===== config.mk =====
export PLATFORM = sky130hd
export DESIGN_NAME = sync_key_sequencer
export DESIGN_NICKNAME = d
export VERILOG_FILES = /design/src/rtl/aes_enc_pack.sv /design/src/rtl/sync_key_fifo.sv /design/src/rtl/sync_key_sequencer.sv
export SDC_FILE = /design/constraint.sdc
export NUM_CORES = 1
export LEC_CHECK = 0
export ABC_AREA = 1
export BUFFER_PORTS_ARGS = -buffer_cell sky130_fd_sc_hd__buf_2
export CORE_ASPECT_RATIO = 0.6
export CORE_MARGIN = 2
export CORE_UTILIZATION = 50
export CTS_CLUSTER_SIZE = 10
export DETAILED_ROUTE_END_ITERATION = 7
export PLACE_DENSITY = 0.7
export RECOVER_POWER = 50
export SLEW_MARGIN = 25
export SYNTH_ARGS = -nofsm -noshare
export SYNTH_HDL_FRONTEND = slang
export SYNTH_SLANG_ARGS = --single-unit

===== constraint.sdc =====
create_clock -name clk -period 24.6 [get_ports clk]
set_input_delay 2.46 -clock clk [delete_from_list [all_inputs] [get_ports clk]]
set_output_delay 2.46 -clock clk [all_outputs]
set_load 0.02 [all_outputs]

===== src/rtl/aes_enc_pack.sv =====
// Shared types and default widths for the AES counter-mode key/sync feeder.
package aes_enc_pack;

    localparam int DEF_DATA_WIDTH_IN_BYTES = 16;
    localparam int DEF_CNT_WIDTH_IN_BYTES  = 4;
    localparam int DEF_DEPTH               = 4;
    localparam int DEF_BLOCKS_WIDTH        = 16;

    // Sequencer FSM: waiting for a request, or playing one out beat by beat.
    typedef enum logic [0:0] {
        IDLE   = 1'b0,
        STREAM = 1'b1
    } sync_key_state_t;

    // One buffered request at the default widths (FIFO word layout, MSB first).
    typedef struct packed {
        logic [8*DEF_DATA_WIDTH_IN_BYTES-1:0] key;
        logic [8*DEF_DATA_WIDTH_IN_BYTES-1:0] sync;
        logic [DEF_BLOCKS_WIDTH-1:0]          num_blocks;
    } sync_key_req_t;

endpackage


===== src/rtl/sync_key_fifo.sv =====
// Generic synchronous first-word-fall-through FIFO with occupancy count.
// A push is refused whenever the FIFO is full, even if a pop happens in the same cycle.
module sync_key_fifo #(
    parameter int WIDTH = 8,
    parameter int DEPTH = 4
) (
    input  logic                     clk,
    input  logic                     rst,
    input  logic                     push,
    input  logic [WIDTH-1:0]         wr_data,
    input  logic                     pop,
    output logic [WIDTH-1:0]         rd_data,
    output logic                     full,
    output logic                     empty,
    output logic [$clog2(DEPTH):0]   count
);

    localparam int AW = $clog2(DEPTH);
    localparam logic [AW:0]   FULL_COUNT = (AW+1)'(DEPTH);
    localparam logic [AW:0]   CNT_ONE    = {{AW{1'b0}}, 1'b1};
    localparam logic [AW-1:0] PTR_ONE    = {{(AW-1){1'b0}}, 1'b1};

    logic [WIDTH-1:0] mem_r [DEPTH];
    logic [AW-1:0]    wr_ptr_r;
    logic [AW-1:0]    rd_ptr_r;
    logic [AW:0]      count_r;
    logic             do_push_s;
    logic             do_pop_s;

    assign full      = (count_r == FULL_COUNT);
    assign empty     = (count_r == {(AW+1){1'b0}});
    assign count     = count_r;
    assign rd_data   = mem_r[rd_ptr_r];
    assign do_push_s = push & ~full;
    assign do_pop_s  = pop & ~empty;

    // Storage array: written on an accepted push; contents need no reset.
    always_ff @(posedge clk) begin
        if (do_push_s) begin
            mem_r[wr_ptr_r] <= wr_data;
        end
    end

    // Pointers and occupancy; power-of-two depth lets pointers wrap naturally.
    always_ff @(posedge clk or negedge rst) begin
        if (!rst) begin
            wr_ptr_r <= {AW{1'b0}};
            rd_ptr_r <= {AW{1'b0}};
            count_r  <= {(AW+1){1'b0}};
        end else begin
            if (do_push_s) begin
                wr_ptr_r <= wr_ptr_r + PTR_ONE;
            end
            if (do_pop_s) begin
                rd_ptr_r <= rd_ptr_r + PTR_ONE;
            end
            case ({do_push_s, do_pop_s})
                2'b10:   count_r <= count_r + CNT_ONE;
                2'b01:   count_r <= count_r - CNT_ONE;
                default: count_r <= count_r;
            endcase
        end
    end

endmodule


===== src/rtl/sync_key_sequencer.sv =====
// Key/sync feeder for the counter-mode AES core: buffers {key, sync, block count}
// requests and plays each out as per-block {key, sync} beats, bumping the counter
// field of sync every beat and flagging the final beat of each request.
module sync_key_sequencer
    import aes_enc_pack::*;
#(
    parameter int DATA_WIDTH_IN_BYTES = DEF_DATA_WIDTH_IN_BYTES,
    parameter int CNT_WIDTH_IN_BYTES  = DEF_CNT_WIDTH_IN_BYTES,
    parameter int DEPTH               = DEF_DEPTH,
    parameter int BLOCKS_WIDTH        = DEF_BLOCKS_WIDTH
) (
    input  logic                             clk,
    input  logic                             rst,
    input  logic [8*DATA_WIDTH_IN_BYTES-1:0] in_key,
    input  logic [8*DATA_WIDTH_IN_BYTES-1:0] in_sync,
    input  logic [BLOCKS_WIDTH-1:0]          in_num_blocks,
    input  logic                             in_valid,
    output logic                             in_rdy,
    output logic [8*DATA_WIDTH_IN_BYTES-1:0] out_key,
    output logic [8*DATA_WIDTH_IN_BYTES-1:0] out_sync,
    output logic                             out_last,
    output logic                             out_valid,
    input  logic                             out_rdy,
    output logic [$clog2(DEPTH):0]           pending,
    output logic                             zero_err
);

    localparam int DW   = 8*DATA_WIDTH_IN_BYTES;
    localparam int CW   = 8*CNT_WIDTH_IN_BYTES;
    localparam int FW   = 2*DW + BLOCKS_WIDTH;
    localparam int CNTW = $clog2(DEPTH) + 1;

    // Counter field = low CW bits of sync; the mask keeps the carry out of the IV.
    localparam logic [DW-1:0]           CNT_MASK = {DW{1'b1}} >> (DW - CW);
    localparam logic [DW-1:0]           SYNC_ONE = {{(DW-1){1'b0}}, 1'b1};
    localparam logic [BLOCKS_WIDTH-1:0] BLK_ZERO = {BLOCKS_WIDTH{1'b0}};
    localparam logic [BLOCKS_WIDTH-1:0] BLK_ONE  = {{(BLOCKS_WIDTH-1){1'b0}}, 1'b1};
    localparam logic [BLOCKS_WIDTH-1:0] BLK_TWO  = {{(BLOCKS_WIDTH-2){1'b0}}, 2'b10};

    // Increment only the counter field, modulo 2^CW; upper bytes pass through.
    function automatic logic [DW-1:0] next_sync(input logic [DW-1:0] s);
        return (s & ~CNT_MASK) | ((s + SYNC_ONE) & CNT_MASK);
    endfunction

    logic [FW-1:0]           fifo_rd_data_s;
    logic                    fifo_full_s;
    logic                    fifo_empty_s;
    logic [CNTW-1:0]         fifo_count_s;
    logic                    push_s;
    logic                    pop_s;
    logic                    load_s;
    logic                    zero_s;
    logic [DW-1:0]           head_key_s;
    logic [DW-1:0]           head_sync_s;
    logic [BLOCKS_WIDTH-1:0] head_blocks_s;

    sync_key_state_t         state_r;
    logic [DW-1:0]           key_r;
    logic [DW-1:0]           sync_r;
    logic [BLOCKS_WIDTH-1:0] remaining_r;
    logic                    last_r;
    logic                    valid_r;
    logic                    zero_err_r;

    // Ready is held low while reset is asserted, otherwise it only reflects a full buffer.
    assign in_rdy = rst & ~fifo_full_s;
    assign push_s = in_valid & in_rdy;

    assign head_key_s    = fifo_rd_data_s[FW-1 -: DW];
    assign head_sync_s   = fifo_rd_data_s[BLOCKS_WIDTH +: DW];
    assign head_blocks_s = fifo_rd_data_s[BLOCKS_WIDTH-1:0];

    sync_key_fifo #(
        .WIDTH (FW),
        .DEPTH (DEPTH)
    ) u_fifo (
        .clk     (clk),
        .rst     (rst),
        .push    (push_s),
        .wr_data ({in_key, in_sync, in_num_blocks}),
        .pop     (pop_s),
        .rd_data (fifo_rd_data_s),
        .full    (fifo_full_s),
        .empty   (fifo_empty_s),
        .count   (fifo_count_s)
    );

    // Decide when to take the FIFO head: from IDLE, or chained onto a consumed last beat.
    always_comb begin
        pop_s  = 1'b0;
        load_s = 1'b0;
        zero_s = 1'b0;
        case (state_r)
            IDLE: begin
                if (!fifo_empty_s) begin
                    pop_s = 1'b1;
                    if (head_blocks_s == BLK_ZERO) begin
                        zero_s = 1'b1;
                    end else begin
                        load_s = 1'b1;
                    end
                end else begin
                    pop_s = 1'b0;
                end
            end
            STREAM: begin
                // A zero-length head is left for IDLE so the error pulse has one home.
                if (out_rdy && last_r && !fifo_empty_s && (head_blocks_s != BLK_ZERO)) begin
                    pop_s  = 1'b1;
                    load_s = 1'b1;
                end else begin
                    pop_s = 1'b0;
                end
            end
            default: begin
                pop_s  = 1'b0;
                load_s = 1'b0;
                zero_s = 1'b0;
            end
        endcase
    end

    // FSM, active request registers and per-beat counter advance; outputs hold during stalls.
    always_ff @(posedge clk or negedge rst) begin
        if (!rst) begin
            state_r     <= IDLE;
            key_r       <= {DW{1'b0}};
            sync_r      <= {DW{1'b0}};
            remaining_r <= BLK_ZERO;
            last_r      <= 1'b0;
            valid_r     <= 1'b0;
            zero_err_r  <= 1'b0;
        end else begin
            zero_err_r <= zero_s;
            if (load_s) begin
                state_r     <= STREAM;
                key_r       <= head_key_s;
                sync_r      <= head_sync_s;
                remaining_r <= head_blocks_s;
                last_r      <= (head_blocks_s == BLK_ONE);
                valid_r     <= 1'b1;
            end else if ((state_r == STREAM) && out_rdy) begin
                if (last_r) begin
                    state_r <= IDLE;
                    last_r  <= 1'b0;
                    valid_r <= 1'b0;
                end else begin
                    sync_r      <= next_sync(sync_r);
                    remaining_r <= remaining_r - BLK_ONE;
                    last_r      <= (remaining_r == BLK_TWO);
                end
            end else begin
                state_r <= state_r;
            end
        end
    end

    assign out_key   = key_r;
    assign out_sync  = sync_r;
    assign out_last  = last_r;
    assign out_valid = valid_r;
    assign pending   = fifo_count_s;
    assign zero_err  = zero_err_r;

endmodule


# After elaboration in Yosys (flattened, before gate mapping)
# Memory sizes are Yosys's and may differ from the RTL's.
# Index checks and enable logic that the tools add are counted.
# totals
reg_bits	282
mem_bits_rw	1088
input_bits	276
out_inout_bits	263
elab_cells	67
n_memories	1
# op_classes
add_sub_neg	6
eq_ne	6
muxes	24
n_bitwise	8
reduce_logical	13
# mem_list
memory	depth	width	rd	rd_ports_with_merged_regs	wr	line_no	text
u_fifo.mem_r	4	272	1	0	1	sync_key_fifo.sv:23	logic [WIDTH-1:0] mem_r [DEPTH];
# ops
cell	n
2-to-1 mux 128 bit	3
OR 128 x 32 -> 128 bit	1
2-to-1 mux 16 bit	3
adder 32 x 1 -> 32 bit, second input constant	1
== test 16 x 1 -> 1 bit, second input constant	1
== test 16 x 2 -> 1 bit, second input constant	1
logical NOT 16 bit	1
nonzero test 16 bit	1
subtractor 16 x 1 -> 16 bit, second input constant	1
2-to-1 mux 1 bit	15
case mux 3 bit (2 select lines)	1
nonzero test 2 bit	3
adder 2 x 1 -> 2 bit, second input constant	2
bitwise AND 1 bit	4
logical AND 1 bit	4
case mux 1 bit (2 select lines)	2
AND reduction 2 bit	2
adder 3 x 1 -> 3 bit, second input constant	1
== test 3 bit, second input constant	1
logical NOT 3 bit	1
NOT 1 bit	3
subtractor 3 x 1 -> 3 bit, second input constant	1
== test 2 x 1 -> 1 bit, second input constant	1
== test 2 bit, second input constant	1
2 further kinds	2

# Longest topological paths before layout
# logic_depth
word_depth	9
mapped_depth	19
mapped_depth_nobuf	17

# Modules after synthesis
# From an unflattened synthesis, not the netlist that was laid out.
# hier_totals
cells_unflattened	4779
area_unflattened_um2	55224.2
# by_module_without_submodules
module	n_inst	cells_each	area_per_inst_um2	seq_area_each_um2
sync_key_fifo	1	3234	43115.1	32846.5
sync_key_sequencer	1	1545	12109.1	6881.6

# Worst setup path after synthesis
# OpenSTA, ideal clock, no wires.
# synth_path
path_type	input to register
start	input rst
end	memory u_fifo.mem_r[0][0] (netlist bit), enable pin
arrival_ps	14543
required_ps	23688
path_slack_ps	9145
cell_stages	4
n_path_buf	0
path_cell_list	inv_1 > a31oi_1 > nand2_1 > nor2_1
# synth_via
elab_chain_len	5
# synth_rtl
item	line_no	text
start: declaration	sync_key_sequencer.sv:13	input logic rst,
bitwise AND 1 bit	sync_key_sequencer.sv:66	assign in_rdy = rst & ~fifo_full_s;
net in_rdy	sync_key_sequencer.sv:18	output logic in_rdy,
bitwise AND 1 bit	sync_key_sequencer.sv:67	assign push_s = in_valid & in_rdy;
bitwise AND 1 bit	sync_key_fifo.sv:34	assign do_push_s = push & ~full;
2-to-1 mux 1 bit	sync_key_fifo.sv:39	if (do_push_s) begin
2-to-1 mux 1 bit (not written as such)	sync_key_fifo.sv:40	mem_r[wr_ptr_r] <= wr_data;
end: declaration	sync_key_fifo.sv:23	
# The timed path passes the listed nets, and every way through them passes these cells.

# Worst setup path after layout
# layout_path
start	register u_fifo.rd_ptr_r[0]
end	register sync_r[15] (netlist: out_sync[15])
# layout_via
elab_chain_len	7
word_cells_on_any_way	12
classes_between	eq/ne (1); mux (5); reduce/logical (5); memory (1)
# layout_rtl
item	line_no	text
start: declaration	sync_key_fifo.sv:25	logic [AW-1:0] rd_ptr_r;
start signal: assignment	sync_key_fifo.sv:48	rd_ptr_r <= {AW{1'b0}};
start signal: assignment	sync_key_fifo.sv:55	rd_ptr_r <= rd_ptr_r + PTR_ONE;
memory (4 x 272 bit) *	--	
logical NOT 16 bit / nonzero test 16 bit (equally long branches)	sync_key_sequencer.sv:97, sync_key_sequencer.sv:108	
2-to-1 mux 1 bit / logical AND 1 bit (equally long branches)	sync_key_sequencer.sv:97, sync_key_sequencer.sv:108	
2-to-1 mux 1 bit, on equally long branches	sync_key_sequencer.sv:95, sync_key_sequencer.sv:108	
case mux 1 bit (2 select lines)	sync_key_sequencer.sv:93	case (state_r)
!= test 2 bit (no line) / nonzero test 2 bit (equally long branches)	--	
AND reduction 2 bit (no line)	--	
end signal: assignment	sync_key_sequencer.sv:128	sync_r <= {DW{1'b0}};
end signal: assignment	sync_key_sequencer.sv:138	sync_r <= head_sync_s;
end signal: assignment	sync_key_sequencer.sv:148	sync_r <= next_sync(sync_r);
end: declaration	sync_key_sequencer.sv:59	logic [DW-1:0] sync_r;
# Every way passes the cells marked *; elsewhere a longest branch is shown, timed or not.
# A chain may end at the register's enable or synchronous reset.

==> flow_summary.json <==
{
  "status": "finished, violations left",
  "failed_checks": "DRC, capacitance limit, slew limit",
  "cts_setup_buffers": 0,
  "drtAntennaViolNets": 0,
  "syn_nets": 4498,
  "powerDensity_mw_per_mm2": 123,
  "io_pins": 539,
  "critPathRequiredTime_ps": 25230,
  "place_congestion": 0.904,
  "grt_pass1_wl_um": 197000,
  "drcViolationCount": 1,
  "cts_buffers": 155,
  "cap_violations": 9,
  "async_flop_share_pct": 20.6,
  "io_buffers": 538,
  "clockBufferDepth": 3,
  "die-width_um": 422,
  "cts.sinks": 1370,
  "hold_class": "reg2reg",
  "yosysMostFrequentCell": "edfxtp_1",
  "root_buffer": "clkbuf_16",
  "leakagePower_nw": 22.1,
  "drt_wl_total_um": 131000,
  "cts_resized": 0,
  "dp.cells": 5933,
  "globalRoute.totalOverflow": 0,
  "initial_utilization_pct": 50.7,
  "period_share_pct": 44.6,
  "maxSlewViolCount": 557,
  "yosysTopAreaCell": "edfxtp_1",
  "viasPerCell": 5.49,
  "core_mm2": 0.103,
  "dp_hpwl_um": 72800,
  "critPathLaunchType": "flop",
  "yosys-top-cells-area": "edfxtp_1 (62%), dfrtp_1 (13%), nand2_1 (6.7%)",
  "first_pass_iters": 8,
  "synth-warning-count": 0,
  "clockPowerShare_pct": 28.5,
  "final_nets": 4982,
  "synth_edf_count": 1088,
  "synth-seq-cells": 1370,
  "fin_skew_ps": 28.6,
  "hold_viol": 0,
  "grt_start_max_net_pins": 217,
  "synth_common_cells": "edfxtp_1 (1088), nand2_1 (928), nor2_1 (591)",
  "clkTransAtPathRegs_ps": 60,
  "die_height_um": 255,
  "synth_top_area_share_pct": 62.4,
  "slew_headroom_pct": -196,
  "cts_tree": "done",
  "setup_violations": 0,
  "peakVddDrop_v": 0.0000927,
  "rsz0062_at_grt": "false",
  "utilization_pct": 58.5,
  "crit_fanout": 171,
  "hold_buffers": 0,
  "power_frac_comb_pct": 28.7,
  "post_drt_wl_per_cell_um": 21.0,
  "insertion_delay_ps": 770,
  "end_kind": "flop",
  "grt_use_total_pct": 23.9,
  "path_class": "reg2reg",
  "vias": 34300,
  "synthCells": 4213,
  "drive_above_1_share_pct": 7.05,
  "grt_pass1_vias": 32700,
  "worst_pin_slew_ps": 4440,
  "finalSetupTns_ps": 0,
  "row_count": 91,
  "netSwitchingPower_mw": 2.68,
  "synthFlopType": "edfxtp_1",
  "arrival_ps": 11600,
  "synth_area_mm2": 0.0524,
  "yosysSeqAreaShare_pct": 75.9,
  "h-tree-depth": 4,
  "switching_share_pct": 36.0,
  "pwr-share-seq_pct": 42.8,
  "drt_iter0_markers": 3359,
  "syn2layout_area_growth_pct": 15.4,
  "timing.fmax_mhz": 91.2,
  "dieArea_mm2": 0.107,
  "avgSynthCellArea_um2": 12.4,
  "antenna_found_initial": 41,
  "period_minus_slack_ps": 10970,
  "instances_no_fill": 6242,
  "ys_types": 31,
  "p_int_mw": 4.76
}
## layout make-up
class | count | area [µm²]
diodes | 22 | 55.1
clock buffers | 275 | 4470
clock inverters | 10 | 169
fillers | 8430 | 42900
inverters | 56 | 228
multi-input cells | 2534 | 11400
flip-flops and latches | 1370 | 39700
well taps | 1395 | 1750
repair buffers | 580 | 2590
## final timing paths
check                                        start              end  slack, ps  cells past startpoint
worst min register to register         out_key[48]      out_key[48]        470                      2
worst max register to register  u_fifo.rd_ptr_r[0]     out_sync[15]      13630                     13
max in group asynchronous                      rst     out_sync[58]      13670                      3
min in group asynchronous                      rst  remaining_r[13]       2960                      1
worst max-delay path            u_fifo.rd_ptr_r[0]     out_sync[15]      13630                     13
worst min-delay path                   out_key[48]      out_key[48]        470                      2
## worst max-delay path, cell delays in order (launching register included)
cell	delay [ps]
dfrtp_1	2160
clkinvlp_2	4760
nand2_1	810
nand3_1	220
nand2_1	140
nand2_1	60
nor2_1	90
nand2_1	210
o21ai_4	280
buf_4	640
buf_12	530
nand2_2	460
nor2_1	200
nor2_1	60
## placed cells by master, fill, tap and decap left out, drive strengths merged, types with 23 or more instances in the layout
cell type	Yosys	routed
inv	55	60
nand2	929	929
nand4	28	28
buf	74	153
nand3	127	127
xor2	23	23
o21ai	528	528
nor2	591	591
dfrtp	282	282
edfxtp	1088	1088
clkbuf	179	702
o22ai	251	251
## flip-flops by register name, summed over array words and instances (netlist names)
register and flops:
out_key 128, out_last 1, out_sync 128, out_valid 1, remaining_r 16, u_fifo.count 3, u_fifo.mem_r 1088, u_fifo.rd_ptr_r 2
u_fifo.wr_ptr_r 2, zero_err 1
## cells by family (layout without fill, tap and decap cells)
kind of cell / after synthesis / in the layout / synth area share, %
XOR/XNOR: 37 / 37 / 0.619
adder cells (fa/ha/maj): 9 / 9 / 0.229
flip-flops: 1370 / 1370 / 75.9
AND/OR/NAND/NOR: 1700 / 1700 / 12.7
buffers and inverters: 309 / 921 / 2.37
other: 0 / 22 / 0
AO/OA/AOI/OAI: 788 / 788 / 8.17
## metal layers
metal	part of all wire (%)	wire [µm]	track usage [%]	vias up
met4	2.7	3490	9.13	38
li1	-	-	-	15900
met5	0.19	254	0	-
met1	43	56000	33.3	16900
met3	7.0	9120	5.22	240
met2	47	62300	37.2	1211
## through the flow
step / setup slack [ps] / cell area, µm² / total power, mW / hold slack [ps]
5_1_grt: 12060 / 60400 / 7.85 / 496
3_5_place_dp: 17260 / 56200 / 5.37 / 460
4_1_cts: 18100 / 60900 / 7.50 / 474
6_report: 13630 / 60400 / 7.44 / 472
3_3_place_gp: 17290 / 56200 / 5.32 / 458
2_1_floorplan: 9150 / 52400 / 4.67 / 479
## power groups by stage
stage / Combinational (mW) / Clock (mW) / Sequential, mW
after floorplan: 1.20 / 0 / 3.47
after global placement: 2.11 / 0 / 3.21
after detailed placement: 2.15 / 0 / 3.21
after CTS: 2.17 / 2.16 / 3.18
after global routing: 2.37 / 2.25 / 3.22
final: 2.14 / 2.12 / 3.19
Note: power is estimated with default switching activity, not from simulation.
